## src/rtl/smac_unit_pkg.sv

```systemverilog
// Shared definitions for the sequential Booth multiply-accumulate unit:
// operation encodings and controller states.
package smac_unit_pkg;

  localparam logic [1:0] MODE_MUL    = 2'b00;
  localparam logic [1:0] MODE_MULADD = 2'b01;
  localparam logic [1:0] MODE_ACC    = 2'b10;
  localparam logic [1:0] MODE_LOAD   = 2'b11;

  typedef enum logic [1:0] {
    IDLE = 2'b00,
    BUSY = 2'b01,
    DONE = 2'b10
  } state_e;

endpackage

```

## src/rtl/smac_unit_booth_step.sv

```systemverilog
// One radix-2 Booth step on {hi[W:0], lo[W-1:0], q_m1}. hi carries one guard
// bit so that -2^(W-1) * -2^(W-1) cannot overflow the running sum.
module booth_step #(
  parameter int W = 4
) (
  input  logic [W-1:0]   mcand,
  input  logic [2*W+1:0] pp_i,
  output logic [2*W+1:0] pp_o
);
  logic [W:0] hi;
  logic [W:0] m_ext;
  logic [W:0] hi_n;

  always_comb begin
    hi    = pp_i[2*W+1:W+1];
    m_ext = {mcand[W-1], mcand};
    case (pp_i[1:0])
      2'b01:   hi_n = hi + m_ext;
      2'b10:   hi_n = hi - m_ext;
      default: hi_n = hi;
    endcase
    // arithmetic shift right; the old lo[0] becomes the new q_m1
    pp_o = {hi_n[W], hi_n, pp_i[W:1]};
  end
endmodule

```

## src/rtl/smac_unit.sv

```systemverilog
// Sequential signed multiply / multiply-add / accumulate unit. One Booth step
// per BUSY cycle; the result and accumulator are committed on DONE entry.
module smac_unit
  import smac_unit_pkg::*;
#(
  parameter int W     = 4,
  parameter int ACC_W = 8
) (
  input  logic             clk,
  input  logic             rst,
  input  logic             in_valid,
  output logic             in_ready,
  input  logic [W-1:0]     a,
  input  logic [W-1:0]     b,
  input  logic [ACC_W-1:0] addend,
  input  logic [1:0]       mode,
  output logic             out_valid,
  input  logic             out_ready,
  output logic [2*W-1:0]   product,
  output logic [ACC_W-1:0] result,
  output logic             ovf
);
  localparam int PP_W  = 2*W + 2;
  localparam int CNT_W = $clog2(W + 1);

  state_e             state_q, state_d;
  logic [CNT_W-1:0]   cnt_q, cnt_d;
  logic [W-1:0]       a_q, a_d;
  logic [ACC_W-1:0]   addend_q, addend_d;
  logic [1:0]         mode_q, mode_d;
  logic [PP_W-1:0]    pp_q, pp_d, pp_nxt;
  logic [ACC_W-1:0]   acc_q, acc_d;
  logic [2*W-1:0]     product_q, product_d;
  logic [ACC_W-1:0]   result_q, result_d;
  logic               ovf_q, ovf_d;
  logic [ACC_W-1:0]   p_ext, opnd, sum;
  logic               sum_ovf;

  booth_step #(.W(W)) u_step (
    .mcand (a_q),
    .pp_i  (pp_q),
    .pp_o  (pp_nxt)
  );

  // MUL and LOAD add zero, which makes their overflow flag zero for free
  always_comb begin
    p_ext = ACC_W'(signed'(pp_q[2*W:1]));
    case (mode_q)
      MODE_MULADD: opnd = addend_q;
      MODE_ACC:    opnd = acc_q;
      default:     opnd = '0;
    endcase
    sum     = p_ext + opnd;
    sum_ovf = (p_ext[ACC_W-1] == opnd[ACC_W-1]) && (sum[ACC_W-1] != p_ext[ACC_W-1]);
  end

  always_comb begin
    state_d   = state_q;
    cnt_d     = cnt_q;
    a_d       = a_q;
    addend_d  = addend_q;
    mode_d    = mode_q;
    pp_d      = pp_q;
    acc_d     = acc_q;
    product_d = product_q;
    result_d  = result_q;
    ovf_d     = ovf_q;
    case (state_q)
      IDLE: if (in_valid) begin
        a_d      = a;
        addend_d = addend;
        mode_d   = mode;
        pp_d     = {{(W+1){1'b0}}, b, 1'b0};
        cnt_d    = '0;
        state_d  = BUSY;
      end
      BUSY: if (cnt_q == CNT_W'(W)) begin
        product_d = pp_q[2*W:1];
        result_d  = sum;
        ovf_d     = sum_ovf;
        if (mode_q == MODE_ACC || mode_q == MODE_LOAD) acc_d = sum;
        state_d   = DONE;
      end else begin
        pp_d  = pp_nxt;
        cnt_d = cnt_q + 1'b1;
      end
      DONE: if (out_ready) state_d = IDLE;
      default: state_d = IDLE;
    endcase
  end

  always_ff @(posedge clk) begin
    if (rst) begin
      state_q   <= IDLE;
      cnt_q     <= '0;
      a_q       <= '0;
      addend_q  <= '0;
      mode_q    <= '0;
      pp_q      <= '0;
      acc_q     <= '0;
      product_q <= '0;
      result_q  <= '0;
      ovf_q     <= 1'b0;
    end else begin
      state_q   <= state_d;
      cnt_q     <= cnt_d;
      a_q       <= a_d;
      addend_q  <= addend_d;
      mode_q    <= mode_d;
      pp_q      <= pp_d;
      acc_q     <= acc_d;
      product_q <= product_d;
      result_q  <= result_d;
      ovf_q     <= ovf_d;
    end
  end

  assign in_ready  = (state_q == IDLE);
  assign out_valid = (state_q == DONE);
  assign product   = product_q;
  assign result    = result_q;
  assign ovf       = ovf_q;
endmodule

```

## config.mk

```make
export PLATFORM = sky130hd
export DESIGN_NAME = smac_unit
export DESIGN_NICKNAME = d
export VERILOG_FILES = /design/src/rtl/smac_unit_pkg.sv /design/src/rtl/smac_unit_booth_step.sv /design/src/rtl/smac_unit.sv
export SDC_FILE = /design/constraint.sdc
export NUM_CORES = 1
export LEC_CHECK = 0
export BUFFER_PORTS_ARGS = -buffer_cell sky130_fd_sc_hd__buf_2
export CAP_MARGIN = 0
export CORE_UTILIZATION = 55
export CTS_BUF_LIST = sky130_fd_sc_hd__clkbuf_4
export DETAILED_ROUTE_END_ITERATION = 8
export PLACE_DENSITY = 0.77
export SLEW_MARGIN = 20
export SYNTH_ARGS = -nofsm -noshare
export SYNTH_HDL_FRONTEND = slang
export SYNTH_SLANG_ARGS = --single-unit
```

## constraint.sdc

```tcl
create_clock -name clk -period 4.43 [get_ports clk]
set_input_delay 0.886 -clock clk [delete_from_list [all_inputs] [get_ports clk]]
set_output_delay 0.886 -clock clk [all_outputs]
set_load 0.02 [all_outputs]
```

======== After elaboration in Yosys (flattened, before gate mapping) ========
Index checks and enable logic that the tools add are counted.
storage, ports and cells
  bits in registers ....................... 54
  output and inout port bits .............. 19
  word-level logic and storage cells ...... 49
operators by class
  $add $sub $neg .......................... 4
  equality and inequality tests ........... 14
  muxes and demuxes ....................... 12
  reductions and logical operators ........ 9
operator list
  operator               number
  $mux W10               2
  $pmux W10 S2           1
  $pmux W8 S2            1
  $pmux W5 S2            1
  $reduce_and A3 Y1      3
  $add A8 B8 Y8          1
  $eq A2 B2 Y1 const B   4
  $eq A2 B1 Y1 const B   3
  $mux W2                3
  $mux W3                2
  $ne A2 B2 Y1 const B   3
  $pmux W2 S3            1
  $pmux W3 S2            1
  $add A5 B5 Y5          1
  $sub A5 B5 Y5          1
  $reduce_and A2 Y1      2
  $add A3 B1 Y3 const B  1
  $eq A3 B3 Y1 const B   1
  $logic_not A2 Y1       1
  $ne A2 B1 Y1 const B   1
  $reduce_bool A2 Y1     1
  $eq A1 B1 Y1           1
  $logic_and A1 B1 Y1    1
  $logic_or A1 B1 Y1     1
  $ne A1 B1 Y1           1

======== Depth between registers and ports, before layout ========
  depth in word-level cells ............... 5
  gate-level depth with buffers ........... 12

======== Modules after synthesis ========
A second synthesis with hierarchy kept.
unflattened totals
  cells, all modules ...................... 344
  area, all modules ....................... 2,827.7 um2
modules (own cells, without submodules)
  module      times used  cells each  area an instance (um2)
  smac_unit   1           288         2,443.6
  booth_step  1           56          384.1

======== Worst setup path before layout ========
OpenSTA, ideal clock, no wires.
  path type ............................... flip-flop to flip-flop
  from .................................... register mode_q[1]
  to ...................................... register acc_q[6]
  setup time .............................. 0.130 ns
  data arrival time ....................... 2.491 ns
  setup slack ............................. 1.809 ns
  stages on the path, launching flop included .. 13
  path buffers ............................ 1
  clock period less this slack ............ 2.621 ns
  cell sequence ........................... dfxtp_1 > inv_1 > ha_1 > clkbuf_1 > a22oi_1 > nor2_1 > ha_1 > fa_1 > a21o_1 > a311o_1 > a21oi_1 > xor2_1 > o31ai_1
on the way
  longest elaborated chain between the ends .. 3
  elaborated cells on any way between the ends .. 7
ends and longest elaborated chain
  element                                             RTL line                          text
  from (decl)                                         smac_unit.sv:30                   logic [1:0] mode_q, mode_d;
  from (signal assigned)                              smac_unit.sv:109                  mode_q <= mode_d;
  $eq A2 B2 Y1 (tied with other cells)                smac_unit.sv:48, smac_unit.sv:81
  $pmux W8 S2 or $logic_or A1 B1 Y1 (tied branches)   smac_unit.sv:48, smac_unit.sv:81
  $add A8 B8 Y8 or $reduce_and A3 Y1 (tied branches)  -
  to (signal assigned)                                smac_unit.sv:100                  acc_q <= '0;
  to (signal assigned)                                smac_unit.sv:111                  acc_q <= acc_d;
  to (decl)                                           smac_unit.sv:32                   logic [ACC_W-1:0] acc_q, acc_d;
Several ways; a longest one is shown, not always the timed one.
A chain may end at the register's enable or synchronous reset.

======== Worst setup path after layout ========
  from .................................... register mode_q[0]
  to ...................................... register acc_q[6]
The elaborated chain is that of the path after synthesis.

==> metrics <==
initial core utilization=57.2%; Detailed Place HPWL=4260 um; Yosys cell types=43; clk root buf=clkbuf_4; fraction of the mapped netlist area in adder cells=9.75%; Period Utilization, post-route=62.6%; PwrDens=304 nW/um^2; io pins=41; Rows=25; Required @ worst endpoint=4680 ps; Overflow after GRT=0; Tot GR Track Use=24.8%; register area=1060 um^2; CTS Hold Bufs=0; Synth area leader=dfxtp_1; CP Capture Type=flip-flop; average cell area after synthesis=8.03 um^2; Core ar.=4750 um^2; Starting DRT DRC Count=212; top cells by count, synth=nand2_1 (81), dfxtp_1 (53), a21oi_1 (43); gpl congestion=0.865; post-synthesis async set-or-reset flop share=0%; top cells by area, synth=dfxtp_1 (39%), nand2_1 (11%), ha_1 (8.3%); H-tree levels=2; multi-input logic area=1550 um^2; net switching power=249 uW; largest family of logic cells by synthesized area=simple AND/OR/NAND/NOR gates; die width=72.3 um; Synth Area in Compound Gates=18.9%; Final Setup Violations=0; synthesized area=2720 um^2; Post-Synth Simple-Gate Area=23.2%; # fillers=459; EDFF count, synth=0; routed vias/inst=5.49; Ys Warns=0; worst r2r path cells=11; clock power share=30.8%; multiplexer area fraction after synthesis=0.736%; Tightest Pin Transition=1020 ps; register area share after synthesis=39.0%; first-pass GRT wire length=10200 um; final slew viol count=0; Ant. Diodes=0; critical path class=flip-flop to flip-flop; clk buf depth=2; cells after synthesis=339; maximum VDD drop=0.000156 V; FMAX=0.360 GHz; most frequent cell after synthesis=nand2_1; # Post-CTS Setup Buffers=0; Clock Skew=10.8 ps; Slew headroom=31.7%; final antenna-violating net count=0; clk_lat worst skew=380 ps; clk sinks=53; Tmin final=2770 ps; setup TNS=0 ps; final hold violations=0; crit path max fanout=10; internal power=664 uW; die area=5230 um^2; Initial DRT Pass Iterations=4; Synth top area share=39.0%; worst path arrival time=3020 ps; r2r endpoint=acc_q[6]$_SDFFE_PP0P_; Worst R2R Start=mode_q[0]$_SDFFE_PP0P_; Yosys reg bits=53; DRT Wirelength=5860 um; post-cts resize count=0; CTS tree=yes; Area Overhead vs Synth=10.6%; final net count=409; Seq pwr share=55.4%; Primary FF master, synth=dfxtp_1; share of layout cells above drive strength 1=14.4%; sw frac=27.3%; WL/cell=13.5 um; post-synthesis xor/xnor area fraction=4.18%; combinational share of power=13.8%; CTS clk-pin slew, worst paths=160 ps; port bufs=40; CP Capture Point=acc_q[6]$_SDFFE_PP0P_; RSZ-0062 raised after global routing=false; DR vias=2389; FF-to-FF setup slack=1660 ps; Die H=72.3 um; dpl ws=1680 ps; Net Count, Synth=381; largest net degree at the start of global routing=61; total of max-cap violations=0; outcome=finished, final reports clean; crit path from=mode_q[0]$_SDFFE_PP0P_; Lkg Pwr=1.18 nW; HP Class=flip-flop to flip-flop; Startpoint Class=flip-flop; initial antenna violation count=0; total CTS buffers=5; Worst Slack Setup Final=1660 ps; drt drc=0; number of global-route vias before repair=2278
## flip-flops by register name, indices dropped and copies added (netlist names)
register,count
pp_q,9
acc_q,8
addend_q,8
product,8
result,8
a_q,4
cnt_q,3
mode_q,2
state_q,2
ovf,1
## worst min-delay path by stage
stage	slack (ps)	from	to	cells after the start
2_1_floorplan	430	pp_q[0]$_SDFFE_PP0P_	pp_q[0]$_SDFFE_PP0P_	2
3_3_place_gp	440	product[5]$_SDFFE_PP0P_	product[5]$_SDFFE_PP0P_	2
3_5_place_dp	440	product[5]$_SDFFE_PP0P_	product[5]$_SDFFE_PP0P_	2
4_1_cts	460	product[5]$_SDFFE_PP0P_	product[5]$_SDFFE_PP0P_	2
5_1_grt	490	result[3]$_SDFFE_PP0P_	result[3]$_SDFFE_PP0P_	2
6_report	460	product[0]$_SDFFE_PP0P_	product[0]$_SDFFE_PP0P_	2
## power groups by stage
stage / clock [mW] / combinational, mW / sequential [mW]
global placement: 0 / 0.123 / 0.516
CTS: 0.287 / 0.127 / 0.506
detailed placement: 0 / 0.126 / 0.516
finish: 0.281 / 0.126 / 0.506
floorplan: 0 / 0.100 / 0.510
global route: 0.305 / 0.142 / 0.509
## worst max-delay path, stage by stage, from the launching register on
cell	delay [ps]
dfxtp_1	400
inv_1	60
ha_1	310
a22oi_1	180
nor2_1	60
ha_1	220
fa_1	420
a21o_1	190
a311o_1	340
a21oi_1	170
xor2_1	210
o31ai_1	90
## placed cells by master, fill, tap and decap left out, types with 2 or more instances in the layout
master	count
nand2_1	81
and2_1	3
xor2_1	2
a22oi_1	8
o21a_1	2
nand3_1	5
o31ai_1	3
buf_2	40
inv_1	9
a311o_1	2
dfxtp_1	53
nor2_1	27
nor2b_1	2
nand4b_1	2
clkbuf_4	5
a21oi_1	43
a21o_1	3
nor3_1	5
a211oi_1	6
nand2b_1	3
mux2i_1	2
fa_1	2
or4_1	3
ha_1	18
nand3b_1	4
a311oi_1	4
xnor2_1	11
o21ai_0	3
## cell type report
type | count | share of cell area, %
multi-input combinational | 258 | 51.4
clock inverter | 3 | 1.54
tap | 67 | 2.79
clock buffer | 5 | 1.25
sequential | 53 | 35.3
timing repair buffer | 40 | 6.65
inverter | 9 | 1.12
## stage by stage
| step | cell area [um^2] | std cells | utilization (%) | hold slack [ps] | total power, mW |
|---|---|---|---|---|---|
| 6_report | 3010 | 435 | 63.3 | 463 | 0.914 |
| 5_1_grt | 3010 | 435 | 63.3 | 494 | 0.956 |
| 4_1_cts | 3010 | 435 | 63.3 | 465 | 0.920 |
| 3_5_place_dp | 2930 | 427 | 61.5 | 444 | 0.642 |
| 3_3_place_gp | 2930 | 427 | 61.5 | 440 | 0.639 |
| 2_1_floorplan | 2720 | 339 | - | 432 | 0.610 |
## routing by layer
metal  wire (um)  GRT usage [%]  part of all wire, %
met1        2650           30.2                   45
met2        2900           43.9                   49
met3         175           4.58                  3.0
met4         132           8.50                  2.3
met5           0              0                    0
## cell families after synthesis
group                      count (synthesis)
xor gates and xnor gates                  13
AOI/OAI and AO/OA                         82
and+or+nand+nor                          141
DFF                                       53
adders and majority gates                 20
muxes                                      2
buffers and inverters                     28
(Power assumes the default switching activity.)
